File: src/rtl/pipe_ctrl_if.sv
// Decode-field inputs and staged control outputs of the RV32I pipeline control unit.
// The master side drives instruction fields; the slave side (pipe_ctrl) returns the bundle.
interface pipe_ctrl_if #(
  parameter int ALUCTRL_W = 4
);
  logic [6:0]           op;
  logic [2:0]           funct3;
  logic [6:0]           funct7;
  logic                 FlushE;

  logic [2:0]           ImmSrcD;
  logic                 IllegalD;
  logic [ALUCTRL_W-1:0] ALUControlE;
  logic [1:0]           ALUASrcE;
  logic                 ALUBSrcE;
  logic                 BranchE;
  logic                 JumpE;
  logic                 PCTargetALUSrcE;
  logic [1:0]           ResultSrcE;
  logic                 MulDivE;
  logic [2:0]           MdOpE;
  logic                 BusyE;
  logic                 RegWriteM;
  logic [1:0]           MemWriteM;
  logic [2:0]           LoadSizeM;
  logic [1:0]           ResultSrcM;
  logic                 RegWriteW;
  logic [1:0]           ResultSrcW;

  modport master (
    output op, funct3, funct7, FlushE,
    input  ImmSrcD, IllegalD, ALUControlE, ALUASrcE, ALUBSrcE, BranchE, JumpE,
           PCTargetALUSrcE, ResultSrcE, MulDivE, MdOpE, BusyE, RegWriteM,
           MemWriteM, LoadSizeM, ResultSrcM, RegWriteW, ResultSrcW
  );

  modport slave (
    input  op, funct3, funct7, FlushE,
    output ImmSrcD, IllegalD, ALUControlE, ALUASrcE, ALUBSrcE, BranchE, JumpE,
           PCTargetALUSrcE, ResultSrcE, MulDivE, MdOpE, BusyE, RegWriteM,
           MemWriteM, LoadSizeM, ResultSrcM, RegWriteW, ResultSrcW
  );
endinterface

File: src/rtl/pipe_ctrl.sv
// RV32I pipelined control unit: decode plus E/M/W control registers with flush, bubble and hold.
// Define RV32M_EN to decode RV32M and enable the multi-cycle divide occupancy counter.
module pipe_ctrl #(
  parameter int DIV_CYCLES = 32,
  parameter int ALUCTRL_W  = 4
) (
  input  logic       clk,
  input  logic       reset,
  pipe_ctrl_if.slave bus
);

  localparam logic [6:0] OP_R     = 7'b0110011;
  localparam logic [6:0] OP_I     = 7'b0010011;
  localparam logic [6:0] OP_LOAD  = 7'b0000011;
  localparam logic [6:0] OP_STORE = 7'b0100011;
  localparam logic [6:0] OP_BR    = 7'b1100011;
  localparam logic [6:0] OP_JAL   = 7'b1101111;
  localparam logic [6:0] OP_JALR  = 7'b1100111;
  localparam logic [6:0] OP_LUI   = 7'b0110111;
  localparam logic [6:0] OP_AUIPC = 7'b0010111;

  localparam logic [ALUCTRL_W-1:0] ALU_SUB = ALUCTRL_W'(1);

  if (DIV_CYCLES < 1 || ALUCTRL_W < 4) begin : g_param_check
    $error("pipe_ctrl: DIV_CYCLES must be >= 1 and ALUCTRL_W >= 4");
  end

  typedef struct packed {
    logic                 reg_write;
    logic [1:0]           mem_write;
    logic [2:0]           load_size;
    logic [1:0]           result_src;
    logic                 branch;
    logic                 jump;
    logic                 pctarget;
    logic [1:0]           alu_a_src;
    logic                 alu_b_src;
    logic [ALUCTRL_W-1:0] alu_control;
    logic                 muldiv;
    logic [2:0]           md_op;
  } ctrl_e_t;

  typedef struct packed {
    logic       reg_write;
    logic [1:0] mem_write;
    logic [2:0] load_size;
    logic [1:0] result_src;
  } ctrl_m_t;

  typedef struct packed {
    logic       reg_write;
    logic [1:0] result_src;
  } ctrl_w_t;

  ctrl_e_t    dec;
  logic [2:0] imm_src;
  logic       illegal;
  logic       busy;

  ctrl_e_t e_reg;
  ctrl_m_t m_reg;
  ctrl_m_t m_next;
  ctrl_w_t w_reg;

  // funct3 -> ALU operation; alt selects sub (000) or sra (101).
  function automatic logic [ALUCTRL_W-1:0] alu_decode(input logic [2:0] f3, input logic alt);
    logic [3:0] code;
    case (f3)
      3'b000:  code = alt ? 4'd1 : 4'd0;
      3'b001:  code = 4'd7;
      3'b010:  code = 4'd5;
      3'b011:  code = 4'd6;
      3'b100:  code = 4'd4;
      3'b101:  code = alt ? 4'd9 : 4'd8;
      3'b110:  code = 4'd3;
      default: code = 4'd2;
    endcase
    return ALUCTRL_W'(code);
  endfunction

  always_comb begin
    dec     = '0;
    imm_src = 3'b000;
    illegal = 1'b0;
    case (bus.op)
      OP_R: begin
        if (bus.funct7 == 7'b0000001) begin
`ifdef RV32M_EN
          dec.reg_write  = 1'b1;
          dec.muldiv     = 1'b1;
          dec.md_op      = bus.funct3;
          dec.result_src = 2'b11;
`else
          illegal = 1'b1;
`endif
        end else begin
          dec.reg_write   = 1'b1;
          dec.alu_control = alu_decode(bus.funct3, bus.funct7[5]);
        end
      end
      OP_I: begin
        dec.reg_write   = 1'b1;
        dec.alu_b_src   = 1'b1;
        // Only srai takes funct7[5]; for other I-ops that bit is immediate data.
        dec.alu_control = alu_decode(bus.funct3, bus.funct7[5] && (bus.funct3 == 3'b101));
      end
      OP_LOAD: begin
        dec.reg_write  = 1'b1;
        dec.alu_b_src  = 1'b1;
        dec.result_src = 2'b01;
        dec.load_size  = bus.funct3;
        illegal = (bus.funct3 == 3'b011) || (bus.funct3 == 3'b110) || (bus.funct3 == 3'b111);
      end
      OP_STORE: begin
        imm_src       = 3'b001;
        dec.alu_b_src = 1'b1;
        dec.mem_write = bus.funct3[1:0] + 2'b01;
        illegal       = (bus.funct3 >= 3'b011);
      end
      OP_BR: begin
        imm_src         = 3'b010;
        dec.branch      = 1'b1;
        dec.alu_control = ALU_SUB;
      end
      OP_JAL: begin
        imm_src        = 3'b011;
        dec.reg_write  = 1'b1;
        dec.jump       = 1'b1;
        dec.result_src = 2'b10;
      end
      OP_JALR: begin
        dec.reg_write  = 1'b1;
        dec.jump       = 1'b1;
        dec.pctarget   = 1'b1;
        dec.alu_b_src  = 1'b1;
        dec.result_src = 2'b10;
      end
      OP_LUI: begin
        imm_src       = 3'b100;
        dec.reg_write = 1'b1;
        dec.alu_a_src = 2'b10;
        dec.alu_b_src = 1'b1;
      end
      OP_AUIPC: begin
        imm_src       = 3'b100;
        dec.reg_write = 1'b1;
        dec.alu_a_src = 2'b01;
        dec.alu_b_src = 1'b1;
      end
      default: illegal = 1'b1;
    endcase
    if (illegal) dec = '0;
  end

  assign bus.ImmSrcD  = imm_src;
  assign bus.IllegalD = illegal;

`ifdef RV32M_EN
  localparam int                CNT_W    = (DIV_CYCLES > 1) ? $clog2(DIV_CYCLES) : 1;
  localparam logic [CNT_W-1:0] CNT_LOAD = CNT_W'(DIV_CYCLES - 1);

  logic [CNT_W-1:0] cnt_reg;
  logic             div_load;

  // A flushed divide never enters E, so it must not start the counter either.
  assign div_load = !bus.FlushE && dec.muldiv && bus.funct3[2];

  always_ff @(posedge clk or negedge reset) begin
    if (!reset) begin
      cnt_reg <= '0;
    end else if (cnt_reg != '0) begin
      cnt_reg <= cnt_reg - CNT_W'(1);
    end else if (div_load) begin
      cnt_reg <= CNT_LOAD;
    end
  end

  assign busy = (cnt_reg != '0);
`else
  assign busy = 1'b0;
`endif

  always_ff @(posedge clk or negedge reset) begin
    if (!reset) begin
      e_reg <= '0;
    end else if (!busy) begin
      e_reg <= bus.FlushE ? '0 : dec;
    end
  end

  // While E is held the divide stays put, so M receives bubbles.
  always_comb begin
    m_next = '0;
    if (!busy) begin
      m_next.reg_write  = e_reg.reg_write;
      m_next.mem_write  = e_reg.mem_write;
      m_next.load_size  = e_reg.load_size;
      m_next.result_src = e_reg.result_src;
    end
  end

  always_ff @(posedge clk or negedge reset) begin
    if (!reset) begin
      m_reg <= '0;
      w_reg <= '0;
    end else begin
      m_reg            <= m_next;
      w_reg.reg_write  <= m_reg.reg_write;
      w_reg.result_src <= m_reg.result_src;
    end
  end

  assign bus.ALUControlE     = e_reg.alu_control;
  assign bus.ALUASrcE        = e_reg.alu_a_src;
  assign bus.ALUBSrcE        = e_reg.alu_b_src;
  assign bus.BranchE         = e_reg.branch;
  assign bus.JumpE           = e_reg.jump;
  assign bus.PCTargetALUSrcE = e_reg.pctarget;
  assign bus.ResultSrcE      = e_reg.result_src;
  // Decode only sets these fields when RV32M is enabled, so they read 0 otherwise.
  assign bus.MulDivE         = e_reg.muldiv;
  assign bus.MdOpE           = e_reg.md_op;
  assign bus.BusyE           = busy;
  assign bus.RegWriteM       = m_reg.reg_write;
  assign bus.MemWriteM       = m_reg.mem_write;
  assign bus.LoadSizeM       = m_reg.load_size;
  assign bus.ResultSrcM      = m_reg.result_src;
  assign bus.RegWriteW       = w_reg.reg_write;
  assign bus.ResultSrcW      = w_reg.result_src;

endmodule

File: src/flat_wrapper.sv
// flat-port wrapper written by rule: the top's interface ports become plain ports
module pipe_ctrl_flat 
#(
  parameter int DIV_CYCLES = 32,
  parameter int ALUCTRL_W  = 4
)
  (clk, reset, bus_op, bus_funct3, bus_funct7, bus_FlushE, bus_ImmSrcD, bus_IllegalD, bus_ALUControlE, bus_ALUASrcE, bus_ALUBSrcE, bus_BranchE, bus_JumpE, bus_PCTargetALUSrcE, bus_ResultSrcE, bus_MulDivE, bus_MdOpE, bus_BusyE, bus_RegWriteM, bus_MemWriteM, bus_LoadSizeM, bus_ResultSrcM, bus_RegWriteW, bus_ResultSrcW);
  pipe_ctrl_if #(.ALUCTRL_W(ALUCTRL_W)) bus_i ();
  input  logic clk;
  input  logic reset;
  input wire logic [$bits(bus_i.op)-1:0] bus_op;
  input wire logic [$bits(bus_i.funct3)-1:0] bus_funct3;
  input wire logic [$bits(bus_i.funct7)-1:0] bus_funct7;
  input wire logic [$bits(bus_i.FlushE)-1:0] bus_FlushE;
  output wire logic [$bits(bus_i.ImmSrcD)-1:0] bus_ImmSrcD;
  output wire logic [$bits(bus_i.IllegalD)-1:0] bus_IllegalD;
  output wire logic [$bits(bus_i.ALUControlE)-1:0] bus_ALUControlE;
  output wire logic [$bits(bus_i.ALUASrcE)-1:0] bus_ALUASrcE;
  output wire logic [$bits(bus_i.ALUBSrcE)-1:0] bus_ALUBSrcE;
  output wire logic [$bits(bus_i.BranchE)-1:0] bus_BranchE;
  output wire logic [$bits(bus_i.JumpE)-1:0] bus_JumpE;
  output wire logic [$bits(bus_i.PCTargetALUSrcE)-1:0] bus_PCTargetALUSrcE;
  output wire logic [$bits(bus_i.ResultSrcE)-1:0] bus_ResultSrcE;
  output wire logic [$bits(bus_i.MulDivE)-1:0] bus_MulDivE;
  output wire logic [$bits(bus_i.MdOpE)-1:0] bus_MdOpE;
  output wire logic [$bits(bus_i.BusyE)-1:0] bus_BusyE;
  output wire logic [$bits(bus_i.RegWriteM)-1:0] bus_RegWriteM;
  output wire logic [$bits(bus_i.MemWriteM)-1:0] bus_MemWriteM;
  output wire logic [$bits(bus_i.LoadSizeM)-1:0] bus_LoadSizeM;
  output wire logic [$bits(bus_i.ResultSrcM)-1:0] bus_ResultSrcM;
  output wire logic [$bits(bus_i.RegWriteW)-1:0] bus_RegWriteW;
  output wire logic [$bits(bus_i.ResultSrcW)-1:0] bus_ResultSrcW;
  assign bus_i.op = bus_op;
  assign bus_i.funct3 = bus_funct3;
  assign bus_i.funct7 = bus_funct7;
  assign bus_i.FlushE = bus_FlushE;
  assign bus_ImmSrcD = bus_i.ImmSrcD;
  assign bus_IllegalD = bus_i.IllegalD;
  assign bus_ALUControlE = bus_i.ALUControlE;
  assign bus_ALUASrcE = bus_i.ALUASrcE;
  assign bus_ALUBSrcE = bus_i.ALUBSrcE;
  assign bus_BranchE = bus_i.BranchE;
  assign bus_JumpE = bus_i.JumpE;
  assign bus_PCTargetALUSrcE = bus_i.PCTargetALUSrcE;
  assign bus_ResultSrcE = bus_i.ResultSrcE;
  assign bus_MulDivE = bus_i.MulDivE;
  assign bus_MdOpE = bus_i.MdOpE;
  assign bus_BusyE = bus_i.BusyE;
  assign bus_RegWriteM = bus_i.RegWriteM;
  assign bus_MemWriteM = bus_i.MemWriteM;
  assign bus_LoadSizeM = bus_i.LoadSizeM;
  assign bus_ResultSrcM = bus_i.ResultSrcM;
  assign bus_RegWriteW = bus_i.RegWriteW;
  assign bus_ResultSrcW = bus_i.ResultSrcW;
  pipe_ctrl #(.DIV_CYCLES(DIV_CYCLES), .ALUCTRL_W(ALUCTRL_W)) u_core (.clk(clk), .reset(reset), .bus(bus_i));
endmodule
File: config.mk
export PLATFORM = sky130hd
export DESIGN_NAME = pipe_ctrl_flat
export DESIGN_NICKNAME = d
export VERILOG_FILES = /design/src/rtl/pipe_ctrl_if.sv /design/src/rtl/pipe_ctrl.sv /design/src/flat_wrapper.sv
export SDC_FILE = /design/constraint.sdc
export NUM_CORES = 1
export LEC_CHECK = 0
export BUFFER_PORTS_ARGS = -buffer_cell sky130_fd_sc_hd__buf_2
export CORE_ASPECT_RATIO = 2
export CORE_MARGIN = 2
export CORE_UTILIZATION = 48
export DETAILED_ROUTE_END_ITERATION = 10
export GPL_TIMING_DRIVEN = 0
export PLACE_DENSITY = 0.75
export SETUP_SLACK_MARGIN = 0.2
export SLEW_MARGIN = 40
export SYNTH_ARGS = -nofsm -noshare
export SYNTH_HDL_FRONTEND = slang
export SYNTH_SLANG_ARGS = --single-unit
File: constraint.sdc
create_clock -name clk -period 1.4 [get_ports clk]
set_clock_uncertainty 0.05 [all_clocks]
set_input_delay 0 -clock clk [delete_from_list [all_inputs] [get_ports clk]]
set_output_delay 0 -clock clk [all_outputs]
set_load 0.01 [all_outputs]
==> flow_summary.json, run 1 <==
{
  "outcome": "finished, final reports clean",
  "dp.cells": 205,
  "gr-usage-met1_pct": 17.5,
  "cp_data_arrival_time_ns": 1.14,
  "tightestPinTransition_ns": 0.576,
  "grtUsageTotal_pct": 16.8,
  "fp.coreArea_um2": 2770,
  "setup_viol_count_final": 0,
  "fin_util_pct": 76.0,
  "fillerInstances": 189,
  "finalPower_mw": 1.55,
  "die_w_um": 42.0,
  "clockBufferDepth": 2,
  "period_needed_ns": 1.19,
  "drc": 0,
  "rsz0062_at_grt": "true",
  "via_per_inst": 5.22,
  "root_buffer": "clkbuf_8",
  "relSlewSlack_pct": 61.6,
  "syn_avg_cell_area_um2": 10.8,
  "antenna_found_initial": 0,
  "firstDrtPassIters": 4,
  "wl_per_cell_um": 15.1,
  "hold_path_class": "input port to register",
  "htreeDepth": 1,
  "cts_num_sinks": 28,
  "period_share_pct": 85.3,
  "syn_inst": 129,
  "met2_usage_pct": 31.9,
  "clkTransAtPathRegs_ns": 0.08,
  "routed_wl_mm": 3.36,
  "multi_input_area_um2": 744,
  "layout_common_cells": "buf_2 (41), dfrtp_1 (28), buf_4 (21)",
  "areaGrowthSynthToFinish_pct": 51.5,
  "layout_commonest_cell": "buf_2",
  "ys_ff_latch": 28,
  "yosysUniqueCellTypes": 34,
  "drive_above_1_share_pct": 52.1,
  "grt_use_met3_pct": 2.02,
  "io_buffers": 43,
  "die_area_um2": 3370,
  "gp_congestion": 0.891,
  "holdWs_ns": 0.0362,
  "dieHeight_um": 80.1,
  "start_util_pct": 50.1,
  "fmax_ghz": 0.837,
  "max_cap_viol_count": 0,
  "syn_area_um2": 1390,
  "grt_overflow_total": 0,
  "crit_required_ns": 1.35,
  "crit_fanout": 9,
  "area.sequential_um2": 701,
  "nets": 219,
  "drt_iter0_markers": 28,
  "yosysWarningCount": 0,
  "hpwl_mm": 2.10,
  "slew_viol_final": 0,
  "ir_drop_mv": 0.498,
  "cts_buffers": 3,
  "grt_pass1_wl_mm": 4.46,
  "worstSetupEndpointType": "output port",
  "postPlaceCellArea_um2": 1680,
  "worstSetupPathType": "input port to output port",
  "largest_reg_flops": 6,
  "final_cells": 223,
  "worstSetupStartpointType": "input port",
  "row_count": 27,
  "hold_viol_final": 0,
  "diodes": 0,
  "grt_pass1_vias": 1080,
  "pin_count": 52,
  "p_leak_nw": 1.05,
  "cts_tree": "yes",
  "vias": 1164,
  "ys_seq_area_share_pct": 50.5,
  "detail-route-antenna-nets": 0,
  "clk_latency_ns": 0.26,
  "final_area_um2": 2100,
  "p_per_area_nw_per_um2": 737,
  "grt-busiest-layer": "met2",
  "grt_max_degree": 29
}
## cells in the mapped netlist, drive strengths merged
master | number | area (um^2)
a21boi | 2 | 15.0
nor4bb | 2 | 20.0
nand4bb | 2 | 22.5
o211ai | 1 | 12.5
a2111oi | 1 | 15.0
a211oi | 4 | 30.0
o21ai | 2 | 10.0
o32a | 1 | 10.0
or2 | 3 | 18.8
conb | 1 | 3.75
o31a | 1 | 8.76
or3 | 2 | 12.5
inv | 7 | 26.3
nor2b | 1 | 6.26
dfrtp | 28 | 701
nor4 | 8 | 62.6
nor3b | 1 | 7.51
nand2 | 10 | 37.5
o21bai | 1 | 7.51
nor4b | 3 | 32.5
mux2i | 1 | 10.0
buf | 20 | 141
ha | 4 | 50.1
nor3 | 8 | 45.0
nor2 | 6 | 22.5
a21oi | 2 | 10.0
nand2b | 5 | 31.3
a211o | 1 | 8.76
o21ba | 1 | 10.0
## final cells by class
cell class / instances / area share (%)
buffer: 20 / 7.25
clock buffer: 4 / 2.62
inverter: 7 / 1.37
multi-input combinational: 78 / 35.4
sequential: 28 / 33.3
tap: 29 / 1.72
timing repair buffer: 57 / 18.4
## critical path, stage by stage
cell	delay, ns
buf_2	0.16
nand4bb_4	0.24
nor4_2	0.37
buf_4	0.18
or2_4	0.11
buf_6	0.09
## report_power, final
group	total, mW	switching [mW]	internal, mW
clock network	0.468	0.217	0.251
logic	0.274	0.149	0.125
registers	0.809	0.000175	0.808
## kinds of logic after synthesis
| group | Yosys count | share of synthesized area [%] |
|---|---|---|
| DFF | 28 | 50.5 |
| muxes | 1 | 0.721 |
| buffers and inverters | 27 | 12.1 |
| adders and majority gates | 4 | 3.60 |
| and+or+nand+nor | 51 | 23.0 |
| other | 1 | 0.270 |
| AOI/OAI and AO/OA | 17 | 9.91 |
## per-layer routing
layer	routed length (um)	part of all wire, %	vias to the layer above
met1	1170	35	551
met3	175	5.2	8
met4	123	3.7	0
met2	1900	56	47
met5	0	0	-
li1	-	-	558
## timing repair
action / CTS / global route
resized for setup: 19 / 28
setup buffers: 2 / 3
hold endpoints to repair: 34 / 1
cloned: 0 / 1
pin swaps: 3 / 8
hold buffers: 7 / 1
endpoints found under the setup margin: 15 / 16
## path summary, 6_finish.rpt
check,depth (start not counted),end,slack [ns],start
max reg2reg,0,u_core.bus.ResultSrcM[1],0.83,u_core.bus.JumpE
min,3,u_core.bus.BranchE,0.04,bus_op[6]
max,6,bus_IllegalD,0.21,bus_op[3]
min reg2reg,0,u_core.bus.LoadSizeM[2],0.30,u_core.e_reg[18]
max in group asynchronous,2,u_core.bus.LoadSizeM[0],0.71,reset
min in group asynchronous,2,u_core.bus.RegWriteW,0.21,reset
## stage by stage
stage	worst slack, ns	setup TNS [ns]
6_report	0.205	0
5_1_grt	0.124	0
4_1_cts	0.196	0
3_5_place_dp	-0.157	-1.56
3_3_place_gp	-0.174	-1.33
2_1_floorplan	0.182	0
(Power assumes the default switching activity.)
==> run 2: changes to the inputs <==
CELL_PAD_IN_SITES_DETAIL_PLACEMENT = 1   (was unset)
CELL_PAD_IN_SITES_GLOBAL_PLACEMENT = 1   (was unset)
CORE_UTILIZATION = 36   (was 48)
==> run 2 against run 1 <==
Effect of this change:
- sequential power about the same
- clock power down 14%
- hold slack worse by 0.0064 ns
- critical path depth unchanged
- critical path type is now input port to register
- sequential share of layout area up 1.2 points
- sequential cell count unchanged
- utilization down 22 points
- first-iteration DRC count down 57%
- design area down 3.5%
- non-clock buffer count down 4
- global-route usage down 1.2 points
==> flow_summary.json, run 2 (synthesis gave the netlist of run 1 again) <==
{
  "worstSetupEndpointType": "register",
  "cts_tree": "yes",
  "clockBufferDepth": 2,
  "htreeDepth": 1,
  "timing.rr.start": "u_core.bus.JumpE",
  "multi_input_area_um2": 709,
  "gp_congestion": 0.817,
  "dieHeight_um": 91.8,
  "dpl_worst_slack_ns": -0.192,
  "crit_start": "bus_funct3[1]",
  "setup_viol_count_final": 0,
  "antenna_found_initial": 0,
  "min-delay-start": "bus_op[5]",
  "nets": 215,
  "tightestPinTransition_ns": 0.570,
  "vias": 1157,
  "fin_ws_ns": 0.194,
  "worstSetupStartpointType": "input port",
  "outcome": "finished, final reports clean",
  "fmax_ghz": 0.829,
  "layout_common_cells": "buf_2 (44), dfrtp_1 (28), buf_4 (17)",
  "cp_data_arrival_time_ns": 1.31,
  "grt_overflow_total": 0,
  "via_per_inst": 4.82,
  "routed_wl_mm": 3.20,
  "hold_path_class": "input port to register",
  "pin_count": 52,
  "period_needed_ns": 1.21,
  "hpwl_mm": 2.38,
  "drive_above_1_share_pct": 51.3,
  "cts_buffers": 3,
  "fillerInstances": 462,
  "drt_iter0_markers": 12,
  "clk_latency_ns": 0.26,
  "ir_drop_mv": 0.534,
  "holdWs_ns": 0.0298,
  "slew_viol_final": 0,
  "grt_pass1_wl_mm": 5.18,
  "areaGrowthSynthToFinish_pct": 46.2,
  "root_buffer": "clkbuf_8",
  "io_buffers": 43,
  "rsz0062_at_grt": "true",
  "largest_reg_flops": 6,
  "crit_required_ns": 1.51,
  "layout_commonest_cell": "buf_2",
  "period_share_pct": 86.1,
  "relSlewSlack_pct": 62.0,
  "clkTransAtPathRegs_ns": 0.08,
  "worstSetupPathType": "input port to register",
  "detail-route-antenna-nets": 0,
  "p_per_area_nw_per_um2": 722,
  "hold_viol_final": 0,
  "start_util_pct": 36.9,
  "firstDrtPassIters": 4,
  "die_area_um2": 4400,
  "row_count": 32,
  "grt_max_degree": 29,
  "crit_fanout": 5,
  "fp.coreArea_um2": 3760,
  "p_leak_nw": 0.981,
  "max_cap_viol_count": 0,
  "grt_pass1_vias": 1182,
  "drc": 0,
  "area.sequential_um2": 701,
  "cts_num_sinks": 28,
  "diodes": 0,
  "grtUsageTotal_pct": 15.6,
  "die_w_um": 47.9,
  "wl_per_cell_um": 13.3
}
run 2: cell types whose count changed in the layout (fill, tap and decap cells not counted), sizes merged:
cell | before | now
clkbuf | 4 | 3
dlygate4sd3 | 8 | 6
buf | 69 | 67
run 2: path summary, 6_finish.rpt:
check / slack [ns] / to / cells after the start
worst max register to register: 0.84 / u_core.bus.ResultSrcM[1] / 0
worst max-delay path: 0.19 / u_core.bus.BranchE / 6
worst min-delay path: 0.03 / u_core.bus.ALUASrcE[1] / 3
max in group asynchronous: 0.71 / u_core.bus.ResultSrcM[1] / 2
min in group asynchronous: 0.21 / u_core.bus.ResultSrcM[0] / 2
worst min register to register: 0.30 / u_core.bus.LoadSizeM[0] / 0
run 2: metrics by stage:
stage / cells / area, um^2 / utilization, % / setup TNS (ns) / total power [mW]
2_1_floorplan: 133 / 1430 / - / 0 / 0.936
3_3_place_gp: 227 / 1710 / 45.5 / -1.43 / 1.00
3_5_place_dp: 227 / 1710 / 45.5 / -1.69 / 1.01
4_1_cts: 239 / 1950 / 51.8 / 0 / 1.47
5_1_grt: 240 / 2030 / 54.0 / 0 / 1.55
6_report: 240 / 2030 / 54.0 / 0 / 1.47
run 2: what timing repair did:
action | in CTS | in global routing
gates resized for setup | 24 | 14
pin swaps | 5 | 3
setup buffers | 3 | 0
hold buffers | 6 | 0
setup endpoints to repair | 14 | 17
hold endpoints to repair | 33 | 0
gates cloned | 0 | 1
run 2: per-layer routing:
| layer | track usage [%] | share of wire, % | vias to the layer above |
|---|---|---|---|
| li1 | - | - | 549 |
| met1 | 18.6 | 40 | 565 |
| met3 | 1.57 | 4.8 | 4 |
| met4 | 6.31 | 1.6 | 0 |
| met2 | 26.7 | 54 | 39 |
| met5 | 0 | 0 | - |
run 2: power breakdown:
part           switching [mW]  internal (mW)  leakage [nW]  total [mW]
sequential           0.000180          0.808         0.391       0.809
clock                   0.212          0.192        0.0216       0.404
combinational           0.141          0.112         0.568       0.253
total                   0.353           1.11         0.981        1.47
run 2: worst max-delay path, stage by stage:
cell and delay, ns:
buf_6 0.12, ha_4 0.18, a211oi_4 0.28, nor4_4 0.08
or3_1 0.44, nor4_1 0.21
run 2: final cells by class:
type	count	area share, %
buffer	20	7.58
clock buffer	3	2.03
inverter	7	1.54
multi-input combinational	78	34.9
sequential	28	34.5
tap	51	3.14
timing repair buffer	53	16.3
==> run 3: changes to the inputs <==
clock period = 1.3 ns   (was 1.4 ns; I/O delays follow)
==> run 3 against run 2 <==
Effect of this change:
- clock-buffer cell count rose by 1
- via count up 6.5%
- final cell count increased by 4.2%
- power is 17% higher
- sequential share of layout area down 3.0 points
==> flow_summary.json, run 3 (synthesis gave the netlist of run 1 again) <==
{
  "outcome": "finished, final reports clean",
  "firstDrtPassIters": 4,
  "worstSetupStartpointType": "input port",
  "fin_ws_ns": 0.0661,
  "min-delay-start": "bus_op[3]",
  "grt_pass1_vias": 1321,
  "worstSetupEndpointType": "output port",
  "slew_viol_final": 0,
  "ir_drop_mv": 0.508,
  "layout_common_cells": "buf_2 (38), buf_4 (29), dfrtp_1 (28)",
  "vias": 1232,
  "pin_count": 52,
  "die_w_um": 47.9,
  "grt_max_degree": 29,
  "die_area_um2": 4400,
  "grt_overflow_total": 0,
  "cts_tree": "yes",
  "timing.rr.start": "u_core.bus.JumpE",
  "p_per_area_nw_per_um2": 773,
  "root_buffer": "clkbuf_8",
  "fp.coreArea_um2": 3760,
  "crit_fanout": 4,
  "cts_num_sinks": 28,
  "crit_start": "bus_op[4]",
  "drive_above_1_share_pct": 57.8,
  "postPlaceCellArea_um2": 1820,
  "dp.cells": 227,
  "row_count": 32,
  "htreeDepth": 1,
  "via_per_inst": 4.93,
  "drc": 0,
  "dpl_worst_slack_ns": -0.302,
  "cts_buffers": 3,
  "setup_viol_count_final": 0,
  "areaGrowthSynthToFinish_pct": 60.2,
  "clkPwrFrac_pct": 30.6,
  "gp_congestion": 0.822,
  "cp_data_arrival_time_ns": 1.18,
  "switching_share_pct": 25.1,
  "hold_path_class": "input port to register",
  "crit_required_ns": 1.25,
  "holdWs_ns": 0.00273,
  "p_int_mw": 1.29,
  "hold_viol_final": 0,
  "final_area_um2": 2220,
  "max_cap_viol_count": 0,
  "routed_wl_mm": 4.21,
  "combinationalPowerShare_pct": 18.8,
  "antenna_found_initial": 0,
  "layout_commonest_cell": "buf_2",
  "start_util_pct": 36.9,
  "clkTransAtPathRegs_ns": 0.08,
  "clockBufferDepth": 2,
  "p_leak_nw": 1.07,
  "rsz0062_at_grt": "true",
  "fmax_ghz": 0.810,
  "largest_reg_flops": 6,
  "detail-route-antenna-nets": 0,
  "grt_pass1_wl_mm": 6.09,
  "worstSetupPathType": "input port to output port",
  "final_cells": 250,
  "diodes": 0,
  "io_buffers": 43,
  "clk_latency_ns": 0.28,
  "pwr-share-seq_pct": 50.7,
  "switchingPower_uw": 431,
  "wl_per_cell_um": 16.8,
  "drt_iter0_markers": 33,
  "period_needed_ns": 1.23,
  "dieHeight_um": 91.8,
  "period_share_pct": 94.9,
  "hpwl_mm": 2.62,
  "nets": 224,
  "grtUsageTotal_pct": 18.9,
  "finalPower_mw": 1.72,
  "relSlewSlack_pct": 59.8,
  "tightestPinTransition_ns": 0.603
}
[run 3: cell types whose count changed in the layout (fill, tap and decap cells not counted), sizes merged]
cell         change
dlygate4sd3      -1
buf             +10
clkbuf           +1
[run 3: layout make-up]
class	instances	area, um^2
Buffer	20	173
Clock buffer	4	55.1
Fill cell	425	1540
Inverter	7	33.8
Multi-Input combinational cell	78	788
Sequential cell	28	701
Tap cell	51	63.8
Timing Repair Buffer	62	410
[run 3: per-stage QoR]
| step | utilization (%) | TNS [ns] |
|---|---|---|
| CTS | 56.0 | 0 |
| floorplan | - | 0 |
| global route | 59.1 | -0.0134 |
| global placement | 48.4 | -2.45 |
| detailed placement | 48.4 | -2.44 |
| finish | 59.1 | 0 |
[run 3: power by group through the flow]
stage                     combinational [mW]  clock (mW)  sequential (mW)
after floorplan                        0.145           0            0.889
after global placement                 0.225           0            0.888
after detailed placement               0.230           0            0.888
after CTS                              0.294       0.526            0.871
after global routing                   0.347       0.571            0.871
final                                  0.323       0.526            0.871
[run 3: final timing paths]
kind                       slack (ns)                  endpoint  cells past startpoint
setup / recovery                 0.07              bus_IllegalD                      7
hold / removal                  0.003    u_core.bus.ALUASrcE[1]                      4
setup reg to reg                 0.75  u_core.bus.ResultSrcM[1]                      0
hold reg to reg                  0.30   u_core.bus.LoadSizeM[2]                      0
max in group asynchronous        0.59          u_core.e_reg[20]                      2
min in group asynchronous        0.21      u_core.bus.RegWriteW                      2
[run 3: worst max-delay path, cell delays in order]
cell	delay (ns)
buf_6	0.09
buf_6	0.11
or2_4	0.25
nor4_4	0.35
buf_4	0.18
or2_4	0.11
buf_6	0.09
[run 3: timing repair]
action | 4_1_cts | 5_1_grt
hold buffers | 4 | 1
hold endpoints to repair | 35 | 1
buffers inserted | 10 | 3
pin swaps | 8 | 6
setup endpoints to repair | 15 | 16
resized for setup | 25 | 15
gates cloned | 0 | 1
[run 3: routing by layer]
layer | up-vias | wire length (um) | track usage [%]
met1 | 602 | 1560 | 21.8
met3 | 8 | 174 | 2.17
met2 | 56 | 2360 | 31.6
met4 | 0 | 114 | 10.1
met5 | - | 0 | 0
li1 | 566 | - | -
